**config.mk**
```make
export PLATFORM = sky130hd
export DESIGN_NAME = vram_arbiter
export DESIGN_NICKNAME = d
export VERILOG_FILES = /design/src/rtl/vram_arbiter.sv
export SDC_FILE = /design/constraint.sdc
export NUM_CORES = 1
export LEC_CHECK = 0
export CAP_MARGIN = 20
export CELL_PAD_IN_SITES_DETAIL_PLACEMENT = 1
export CELL_PAD_IN_SITES_GLOBAL_PLACEMENT = 2
export CORE_MARGIN = 2
export CORE_UTILIZATION = 26
export DETAILED_ROUTE_END_ITERATION = 8
export HOLD_SLACK_MARGIN = 0.05
export PLACE_DENSITY_LB_ADDON = 0.1
export SLEW_MARGIN = 5
export SYNTH_ARGS = -nofsm -noshare
export SYNTH_HDL_FRONTEND = slang
export SYNTH_SLANG_ARGS = --single-unit
```
**constraint.sdc**
```tcl
create_clock -name clk -period 2.28 [get_ports clk]
set_clock_uncertainty 0.15 [all_clocks]
set_input_delay 0.456 -clock clk [delete_from_list [all_inputs] [get_ports clk]]
set_output_delay 0.456 -clock clk [all_outputs]
set_load 0.02 [all_outputs]
```
**src/rtl/vram_arbiter.sv**
```systemverilog
// Text VRAM arbiter: fixed-schedule display fetches always win the port,
// CPU reads/writes fill the remaining cycles through a req/ack FSM.
module vram_arbiter #(
  parameter int          COLS           = 80,
  parameter logic [11:0] BASE_ADDR      = 12'h000,
  parameter bit          CPU_BLANK_ONLY = 1'b0
) (
  input  logic        clk,
  input  logic        rst_n,
  input  logic [9:0]  x,
  input  logic [9:0]  y,
  input  logic        active,
  input  logic        cpu_req,
  input  logic        cpu_we,
  input  logic [11:0] cpu_addr,
  input  logic [7:0]  cpu_wdata,
  output logic        cpu_ack,
  output logic [7:0]  cpu_rdata,
  output logic        mem_en,
  output logic        mem_we,
  output logic [11:0] mem_addr,
  output logic [7:0]  mem_wdata,
  input  logic [7:0]  mem_rdata,
  output logic [7:0]  disp_data,
  output logic        disp_valid
);

  typedef enum logic [1:0] {
    IDLE,
    MEM,
    RD,
    ACK
  } state_t;

  localparam logic [11:0] COLS_W = 12'(COLS);

  state_t      state_q;
  logic        rd_q;
  logic        cpu_ack_q;
  logic [7:0]  cpu_rdata_q;
  logic        mem_en_q;
  logic        mem_we_q;
  logic [11:0] mem_addr_q;
  logic [7:0]  mem_wdata_q;
  logic        tag1_q;
  logic        tag2_q;
  logic [7:0]  disp_data_q;
  logic        disp_valid_q;

  logic [11:0] row_w;
  logic [11:0] row_off;
  logic [11:0] disp_addr;
  logic        slot;
  logic        blank_ok;
  logic        grant;
  logic        mem_en_d;
  logic        mem_we_d;
  logic [11:0] mem_addr_d;
  logic [7:0]  mem_wdata_d;

  assign row_w = {7'b0, y[8:4]};

  // 80 columns reduces to two shifts and an add; other widths multiply
  assign row_off = (COLS == 80) ? ((row_w << 6) + (row_w << 4))
                                : (row_w * COLS_W);

  assign disp_addr = BASE_ADDR + row_off + {5'b0, x[9:3]};

  assign slot = (x[2:0] == 3'd0) && (x < 10'd640) && (y < 10'd480);

  assign blank_ok = !(CPU_BLANK_ONLY && active);

  assign grant = (state_q == IDLE) && cpu_req && !slot && blank_ok;

  always_comb begin
    mem_en_d    = slot | grant;
    mem_we_d    = 1'b0;
    mem_addr_d  = mem_addr_q;
    mem_wdata_d = mem_wdata_q;
    if (slot) begin
      mem_addr_d = disp_addr;
    end else if (grant) begin
      mem_we_d    = cpu_we;
      mem_addr_d  = cpu_addr;
      mem_wdata_d = cpu_wdata;
    end
  end

  always_ff @(posedge clk or negedge rst_n) begin
    if (!rst_n) begin
      state_q      <= IDLE;
      rd_q         <= 1'b0;
      cpu_ack_q    <= 1'b0;
      cpu_rdata_q  <= 8'h00;
      mem_en_q     <= 1'b0;
      mem_we_q     <= 1'b0;
      mem_addr_q   <= 12'h000;
      mem_wdata_q  <= 8'h00;
      tag1_q       <= 1'b0;
      tag2_q       <= 1'b0;
      disp_data_q  <= 8'h00;
      disp_valid_q <= 1'b0;
    end else begin
      mem_en_q     <= mem_en_d;
      mem_we_q     <= mem_we_d;
      mem_addr_q   <= mem_addr_d;
      mem_wdata_q  <= mem_wdata_d;
      tag1_q       <= slot;
      tag2_q       <= tag1_q;
      disp_valid_q <= tag2_q;
      if (tag2_q) begin
        disp_data_q <= mem_rdata;
      end
      cpu_ack_q <= 1'b0;
      unique case (state_q)
        IDLE: begin
          if (grant) begin
            state_q <= MEM;
            rd_q    <= !cpu_we;
          end
        end
        MEM: begin
          state_q <= RD;
        end
        RD: begin
          state_q   <= ACK;
          cpu_ack_q <= 1'b1;
          if (rd_q) begin
            cpu_rdata_q <= mem_rdata;
          end
        end
        ACK: begin
          state_q <= IDLE;
        end
        default: begin
          state_q <= IDLE;
        end
      endcase
    end
  end

  assign cpu_ack    = cpu_ack_q;
  assign cpu_rdata  = cpu_rdata_q;
  assign mem_en     = mem_en_q;
  assign mem_we     = mem_we_q;
  assign mem_addr   = mem_addr_q;
  assign mem_wdata  = mem_wdata_q;
  assign disp_data  = disp_data_q;
  assign disp_valid = disp_valid_q;

endmodule
```
## Word-level counts from Yosys, hierarchy flattened

Cells that the tools add are included.

- Flip-flop bits (word level): 45
- Input bits: 53
- Output and inout bits: 40
- Logic and storage cells: 41

- $add $sub $neg: 2
- $lt $le $gt $ge: 2
- Equality and inequality tests: 4
- Mux-type cells: 7
- Bitwise logic cells: 2
- Reduce and logical (&&, ||, !) cells: 12

Operators with widths:

| kind | number |
|---|---|
| $mux 12 | 2 |
| $add 11x9->12 | 1 |
| $add 12x7->12 | 1 |
| $lt 10x10->1 const B | 1 |
| $lt 10x9->1 const B | 1 |
| $pmux 2 s4 | 1 |
| $reduce_and 2->1 | 3 |
| $eq 2x2->1 const B | 2 |
| $logic_and 1x1->1 | 4 |
| $logic_not 3->1 | 1 |
| $mux 1 | 3 |
| $eq 2x1->1 const B | 1 |
| $logic_not 1->1 | 2 |
| $logic_not 2->1 | 1 |
| $mux 2 | 1 |
| $ne 2x2->1 const B | 1 |
| $reduce_bool 2->1 | 1 |
| $not 1->1 | 1 |
| $or 1x1->1 | 1 |

## Depth between registers and ports, before layout

- Depth after elaboration: 7
- Gate-level depth with buffers: 8
- Mapped depth without buffers: 8

## Worst setup path after synthesis

Ideal clock, no wire load.

- Path kind: input to register
- Start point: input y[4]
- End point: register mem_addr_q[11] (netlist: mem_addr[11])
- Library setup time: 0.128 ns
- Arrival: 1.945 ns
- Data required time: 2.002 ns
- Slack: 0.058 ns
- Stages on the path: 7
- Buffers on the path: 0
- Cells stage by stage: inv_1 -> fa_1 -> inv_1 -> fa_1 -> a31o_2 -> a21oi_1 -> o22ai_1

- Cells in the longest elaborated chain, start to end: 5
- Elaborated cells between the ends (all ways): 8
- Those cells by class: add/sub: 2; order compare: 1; mux: 1; reduce/logical: 4

Ends and longest elaborated chain:

| element | line | source |
|---|---|---|
| start: declaration | 11 | `input logic [9:0] y,` |
| branches (longest 5 deep; another with $add 11x9->12) | - |  |
| end signal: assignment | 106 | `mem_addr_q <= mem_addr_d;` |
| end: declaration | 43 | `logic [11:0] mem_addr_q;` |

Parallel ways; which one is timed is not known.
A chain may end at the register's enable or synchronous reset.

## Worst setup path in the final report

- Start point: input y[5]
- End point: register mem_addr_q[11] (netlist: mem_addr[11])

Same word-level chain as after synthesis.

==> flow_summary.html <==
<table>
<tr><th>Metric</th><th>Value</th></tr>
<tr><th colspan="2">Placement</th></tr>
<tr><td>Routability congestion estimate from global placement</td><td>0.7205</td></tr>
<tr><td>IO Port Bufs</td><td>87</td></tr>
<tr><td>Post-DP HPWL</td><td>4001 microns</td></tr>
<tr><td>Number of instances in the placed design</td><td>362</td></tr>
<tr><th colspan="2">Cells and area</th></tr>
<tr><td>Cell Count, Final, Fillers Out</td><td>371</td></tr>
<tr><td>Proportion of layout cells with a drive suffix above 1</td><td>0.2491</td></tr>
<tr><td>Synthesis-to-layout area growth</td><td>57.45%</td></tr>
<tr><td>Layout Nets</td><td>335</td></tr>
<tr><td>Sequential cell area</td><td>1126 sq um</td></tr>
<tr><td>Multi-input gate area in the final layout</td><td>950.9 sq um</td></tr>
<tr><td>Count of antenna diodes in the layout</td><td>0</td></tr>
<tr><td>Fill cell total of the finished layout</td><td>854</td></tr>
<tr><th colspan="2">Global routing</th></tr>
<tr><td>Largest net degree at the start of global routing</td><td>23</td></tr>
<tr><td>Number of antenna violations at the first check in global routing</td><td>0</td></tr>
<tr><td>Vias in the first global route</td><td>1733</td></tr>
<tr><td>Global-route wire length before repair</td><td>8280 microns</td></tr>
<tr><td>Gr usage total</td><td>0.1198</td></tr>
<tr><td>Remaining Overflow, GRT</td><td>0</td></tr>
<tr><th colspan="2">Clocking</th></tr>
<tr><td>Root Buffer</td><td>sky130_fd_sc_hd__clkbuf_8</td></tr>
<tr><td>Clock-pin slew on the worst setup and hold paths</td><td>0.09 ns</td></tr>
<tr><td>TritonCTS clock tree</td><td>built</td></tr>
<tr><td>Clock Sinks</td><td>45</td></tr>
<tr><td>Maximum clock path buffer count</td><td>2</td></tr>
<tr><td>Total CTS buffers</td><td>5</td></tr>
<tr><td>H-Tree Depth</td><td>2</td></tr>
<tr><td>Skew-Pair Late Insertion Delay</td><td>0.30 ns</td></tr>
<tr><th colspan="2">Critical path</th></tr>
<tr><td>Critical Path AT</td><td>2.24 ns</td></tr>
<tr><td>CP startpoint kind</td><td>input pin</td></tr>
<tr><td>Kind of critical path</td><td>in2reg</td></tr>
<tr><td>Largest driver fanout on the critical path</td><td>2</td></tr>
<tr><td>Required time of the critical path</td><td>2.31 ns</td></tr>
<tr><td>Crit end category</td><td>flop</td></tr>
<tr><th colspan="2">Synthesis</th></tr>
<tr><td>Ranking of synthesized cells by area</td><td>sky130_fd_sc_hd__dfrtp_1 (53%), sky130_fd_sc_hd__mux2_2 (9.5%), sky130_fd_sc_hd__ha_1 (7.1%), sky130_fd_sc_hd__mux2_4 (6.4%), sky130_fd_sc_hd__mux2i_1 (5.2%)</td></tr>
<tr><td>Net count after synthesis</td><td>226</td></tr>
<tr><td>Async set-reset flop share out of synthesis</td><td>1.000</td></tr>
<tr><td>Syn. warnings</td><td>0</td></tr>
<tr><td>Synth Instances</td><td>159</td></tr>
<tr><td>Library cell with the highest instance count after synthesis</td><td>sky130_fd_sc_hd__dfrtp_1</td></tr>
<tr><td>Number of enable flip-flop cells after synthesis</td><td>0</td></tr>
<tr><td>Share of the synthesized area in the top cell type</td><td>0.5303</td></tr>
<tr><td>Sequential element share of the synthesized area</td><td>0.5303</td></tr>
<tr><td>Syn avg cell area</td><td>13.35 sq um</td></tr>
<tr><td>Primary flip-flop cell chosen by synthesis mapping</td><td>sky130_fd_sc_hd__dfrtp_1</td></tr>
<tr><td>Area of the mapped netlist</td><td>2123 sq um</td></tr>
<tr><td>Distinct cells, synth</td><td>30</td></tr>
<tr><td>Yosys reg bits</td><td>45</td></tr>
<tr><td>Library cell with the largest summed area after synthesis</td><td>sky130_fd_sc_hd__dfrtp_1</td></tr>
<tr><td>Post-synth top cells</td><td>sky130_fd_sc_hd__dfrtp_1 (45), sky130_fd_sc_hd__mux2_2 (18), sky130_fd_sc_hd__nand2_1 (14), sky130_fd_sc_hd__ha_1 (12), sky130_fd_sc_hd__o21ai_0 (12)</td></tr>
<tr><th colspan="2">Detailed routing</th></tr>
<tr><td>Total wire length after detailed routing</td><td>5096 microns</td></tr>
<tr><td>Via count of the routed design</td><td>1617</td></tr>
<tr><td>Vias/cell</td><td>4.358</td></tr>
<tr><td>Antenna-violating nets left</td><td>0</td></tr>
<tr><td>Number of DRC violations after detailed routing</td><td>0</td></tr>
<tr><td>Iteration count of the initial detailed-routing pass</td><td>2</td></tr>
<tr><td>Number of violations reported at the end of detailed-routing iteration 0</td><td>39</td></tr>
<tr><td>Average routed wire per standard cell</td><td>13.74 microns</td></tr>
<tr><th colspan="2">Status</th></tr>
<tr><td>Result of the run</td><td>completed</td></tr>
<tr><th colspan="2">Timing</th></tr>
<tr><td>Transition at the pin with the smallest max-transition slack</td><td>0.5044 ns</td></tr>
<tr><td>Final Cycle Share</td><td>0.9699</td></tr>
<tr><td>Slew Limit Headroom</td><td>0.6638</td></tr>
<tr><td>Fmax</td><td>452.2 MHz</td></tr>
<tr><td>RSZ-0062 raised after global routing</td><td>false</td></tr>
<tr><td>Total count of max-transition violations in the final report</td><td>0</td></tr>
<tr><td>Total count of hold-check failures in the final report</td><td>0</td></tr>
<tr><td>Finish-stage setup viols</td><td>0</td></tr>
<tr><td>Final critical delay including setup and external delays</td><td>2.211 ns</td></tr>
<tr><th colspan="2">Floorplanning</th></tr>
<tr><td>Die area</td><td>8906 sq um</td></tr>
<tr><td>Initial core utilization</td><td>0.2720</td></tr>
<tr><td>Area of the core region</td><td>7807 sq um</td></tr>
<tr><td>Top-level I/O count</td><td>93</td></tr>
<tr><td>Width of the die</td><td>94.37 microns</td></tr>
<tr><td>FP Rows</td><td>32</td></tr>
<tr><td>Die height</td><td>94.37 microns</td></tr>
<tr><th colspan="2">Pwr</th></tr>
<tr><td>Leakage power</td><td>1.522 nW</td></tr>
<tr><td>Worst-case vdd ir drop</td><td>270.8 uV</td></tr>
<tr><td>Total power per unit cell area</td><td>1109 nW/um^2</td></tr>
<tr><td>Overall power of the completed layout</td><td>3.708 mW</td></tr>
<tr><th colspan="2">Worst hold path</th></tr>
<tr><td>Tightest Hold Check Type</td><td>reg2reg</td></tr>
<tr><th colspan="2">Job</th></tr>
<tr><td>Max-cap check violation count</td><td>0</td></tr>
</table>
cells by family (layout without fill, tap and decap cells):
group	after synthesis	count (layout)	synth area share
adder cells (fa/ha/maj)	14	14	0.08957
flip-flops	45	45	0.5303
XOR/XNOR	3	3	0.01238
buffers and inverters	13	123	0.02652
multiplexers	38	38	0.2110
AND/OR/NAND/NOR	23	23	0.06541
AO/OA/AOI/OAI	23	23	0.06482
through the flow:
stage          worst slack, ns    util  TNS [ns]  cell area [sq um]  hold WS, ns
3_3_place_gp           -0.4832  0.4138    -2.709               3231       0.1820
5_1_grt                0.01696  0.4282         0               3343       0.2177
3_5_place_dp           -0.5806  0.4138    -3.302               3231       0.1864
6_report               0.06867  0.4282         0               3343       0.2039
4_1_cts                0.05872  0.4282         0               3343       0.2073
2_1_floorplan          0.05769       -         0               2123      0.01041
placed cells by master (no fill, tap or decap), types with 2 or more instances in the layout:
master	count
sky130_fd_sc_hd__dlygate4sd2_1	3
sky130_fd_sc_hd__xor2_1	2
sky130_fd_sc_hd__clkinv_2	2
sky130_fd_sc_hd__mux2_2	18
sky130_fd_sc_hd__buf_4	18
sky130_fd_sc_hd__nand2_1	14
sky130_fd_sc_hd__mux2i_1	11
sky130_fd_sc_hd__a21o_1	2
sky130_fd_sc_hd__o21ai_0	11
sky130_fd_sc_hd__inv_1	5
sky130_fd_sc_hd__clkdlybuf4s50_1	83
sky130_fd_sc_hd__clkbuf_8	6
sky130_fd_sc_hd__inv_2	3
sky130_fd_sc_hd__mux2_4	9
sky130_fd_sc_hd__dfrtp_1	45
sky130_fd_sc_hd__ha_1	12
sky130_fd_sc_hd__a21oi_2	2
sky130_fd_sc_hd__nand4_1	3
flip-flops by register name, indices dropped and copies added (netlist names), 2 cells and up:
| register | count |
|---|---|
| state_q | 2 |
| cpu_rdata | 8 |
| mem_addr | 12 |
| mem_wdata | 8 |
| disp_data | 8 |
per-layer routing:
layer  global-route usage  share of wire  vias to the layer above
met1               0.1489           0.42                      789
met5                    0              0                        -
met3              0.02394          0.055                        7
li1                     -              -                      769
met2               0.2048           0.50                       52
met4              0.04710          0.016                        0
critical path: stages:
cell and delay [ns]:
sky130_fd_sc_hd__clkdlybuf4s50_1 0.44, sky130_fd_sc_hd__ha_1 0.31, sky130_fd_sc_hd__ha_1 0.23, sky130_fd_sc_hd__fa_2 0.35
sky130_fd_sc_hd__a31o_2 0.23, sky130_fd_sc_hd__a21oi_2 0.13, sky130_fd_sc_hd__o22ai_1 0.09
final cells by class:
cell class / instances / share of cell area
Clock buffer: 6 / 0.02470
Multi-Input combinational cell: 101 / 0.2844
Tap cell: 102 / 0.03817
Clock inverter: 2 / 0.004117
Inverter: 9 / 0.01048
Sequential cell: 45 / 0.3368
Timing Repair Buffer: 106 / 0.3013
where the power goes:
part           internal [mW]  leakage, nW  switching, mW  total [mW]
registers               1.13        0.547          0.170        1.30
clock network          0.246       0.0512          0.274       0.520
logic                   1.03        0.924          0.856        1.89
total                   2.41         1.52           1.30        3.71
timing repair:
action | 4_1_cts | 5_1_grt
setup buffers | 0 | 0
pin swaps | 6 | 0
hold buffers | 1 | 0
setup endpoints to repair | 5 | 1
resized for setup | 9 | 1
gates cloned | 0 | 0
endpoints found under the hold margin | 20 | 0
final timing paths:
path | startpoint | to | slack (ns) | cells past startpoint
worst max-delay path | y[5] | mem_addr[11]$_DFFE_PN0P_ | 0.07 | 7
worst min-delay path | tag1_q$_DFF_PN0_ | tag2_q$_DFF_PN0_ | 0.20 | 0
worst max register to register | state_q[0]$_DFFE_PN0P_ | mem_wdata[5]$_DFFE_PN0P_ | 0.49 | 5
worst min register to register | tag1_q$_DFF_PN0_ | tag2_q$_DFF_PN0_ | 0.20 | 0
max in group asynchronous | rst_n | disp_data[5]$_DFFE_PN0P_ | 0.86 | 3
min in group asynchronous | rst_n | mem_wdata[4]$_DFFE_PN0P_ | 0.51 | 2
No activity file was read; power rests on OpenSTA's default activity.
==> edit: new RTL, same flow settings <==
Encoding of `state_t`: now one-hot (4 bits for 4 states).
--- a/src/rtl/vram_arbiter.sv
+++ b/src/rtl/vram_arbiter.sv
@@ -25,11 +25,11 @@
   output logic        disp_valid
 );
 
-  typedef enum logic [1:0] {
-    IDLE,
-    MEM,
-    RD,
-    ACK
+  typedef enum logic [3:0] {
+    IDLE = 4'b0001,
+    MEM  = 4'b0010,
+    RD   = 4'b0100,
+    ACK  = 4'b1000
   } state_t;
 
   localparam logic [11:0] COLS_W = 12'(COLS);
Function: no difference found for any inputs over 10 cycles, from zero or initial values and one cycle with rst_n low; not proved beyond that.
==> edit against the original RTL <==
- core utilization up 0.15 points
- sequential cell count up 2
- synthesized area up 3.7%
- routed wire length up 4.7%
- critical path type unchanged
- hold slack better by 0.0019 ns
- via count up 4.1%
- power up 7.3%
- final area up 5.6%
- count of clock-buffer cells in the layout unchanged
- critical endpoint is now mem_addr[10]
- highest routed layer unchanged
- worst setup slack better by 0.010 ns
==> edit: results (changes against the original RTL) <==
** Layout
- Area growth, synth to finish :: 60.3%
- The count of multi-input combinational gates came to 100 (-0.99%).
- Number of filler cells placed in the layout :: 903 (+5.7%)
- The sequential portion of the cell area is 33.3% (-0.34 points).
- Layout non-clock buf frac :: 29.4% (-0.75 points)
- The count of non-CTS buffers in the layout was 107 (+0.94%).

** GRT
- The first-pass GRT wire length is 8800 µm (+6.3%).
- Met1 global-route usage :: 15.9% (+0.98 points)
- GR Util All Layers :: 12.5% (+0.54 points)
- Global routing met2 resource utilization :: 21.0% (+0.53 points)
- The routing usage on met3 is 2.74% (+0.35 points).
- Via count of the first global-routing pass :: 1789 (+3.2%)
- The largest net degree at the start of global routing is 29 (+26%).

** Pwr
- Reported leakage power :: 1.53 nW (+0.73%)
- The overall power was 3.98 mW (+7.3%).
- VDD IR max :: 0.000298 V (+10%)

** Status
- The run finished with clean final reports.

** Timing
- The normalized max-slew margin came to 66.7% (+0.28 points).

** Placement
- The global placer's final weighted congestion was 0.685 (-4.9%).
- The placed wire-length estimate after detailed placement is 4050 µm (+1.3%).
- The worst setup slack before clock tree synthesis was -0.745 ns (-0.165 ns).
- Area after detailed placement :: 3360 µm² (+3.9%)

** Route
- The number of iterations in the first detailed-routing pass is 3 (+1).
- Routed length per placed instance :: 14.2 µm (+3.1%)
- Vias per cell :: 4.46 (+2.4%)
- DR iter-0 viols :: 37 (-5.1%)
- Routed wire length on met3 :: 347 µm (+23%)

** Synth
- By area the synthesized netlist is led by sky130_fd_sc_hd__dfrtp_1, sky130_fd_sc_hd__mux2i_1, sky130_fd_sc_hd__ha_1, sky130_fd_sc_hd__mux2_4, sky130_fd_sc_hd__mux2_2.
- Per-instance average area after synthesis :: 13.7 µm² (+2.4%)
- The net count of the mapped netlist was 225 (-0.44%).
-- edit: final timing paths --
path | slack, ns | from | depth (start not counted) | end
hold / removal | 0.21 | tag1_q | 0 | tag2_q
max in group asynchronous | 0.89 | rst_n | 3 | state_q[0]
setup reg to reg | 0.50 | state_q[0] | 4 | mem_wdata[5]
hold reg to reg | 0.21 | tag1_q | 0 | tag2_q
setup / recovery | 0.08 | y[7] | 7 | mem_addr[10]
min in group asynchronous | 0.50 | rst_n | 2 | cpu_rdata[5]
-- edit: worst max-delay path, cell delays in order --
cell and delay, ns:
sky130_fd_sc_hd__clkdlybuf4s50_1 0.48, sky130_fd_sc_hd__ha_1 0.24, sky130_fd_sc_hd__ha_1 0.32, sky130_fd_sc_hd__o21ai_2 0.14, sky130_fd_sc_hd__o21bai_1 0.11, sky130_fd_sc_hd__a2111o_1 0.37, sky130_fd_sc_hd__o211a_1 0.13
-- edit: power breakdown --
| group | internal (mW) | total (mW) | leakage [nW] | switching (mW) |
|---|---|---|---|---|
| Clock | 0.439 | 0.733 | 0.0654 | 0.294 |
| Sequential | 1.17 | 1.39 | 0.571 | 0.214 |
| Combinational | 1.02 | 1.86 | 0.897 | 0.841 |
-- edit: timing repair --
action | CTS | global route
endpoints found under the hold margin | 19 | 0
pin swaps | 6 | 8
hold buffers | 1 | 0
setup endpoints to repair | 5 | 3
resized for setup | 21 | 4
buffers inserted | 1 | 0
-- edit: logic make-up after synthesis --
group	after synthesis	synth area share, %
flip-flops	47	53.5
multiplexers	37	19.4
AO/OA/AOI/OAI	27	7.84
AND/OR/NAND/NOR	23	8.47
buffers and inverters	14	3.12
adder cells (fa/ha/maj)	11	6.93
XOR/XNOR	2	0.796
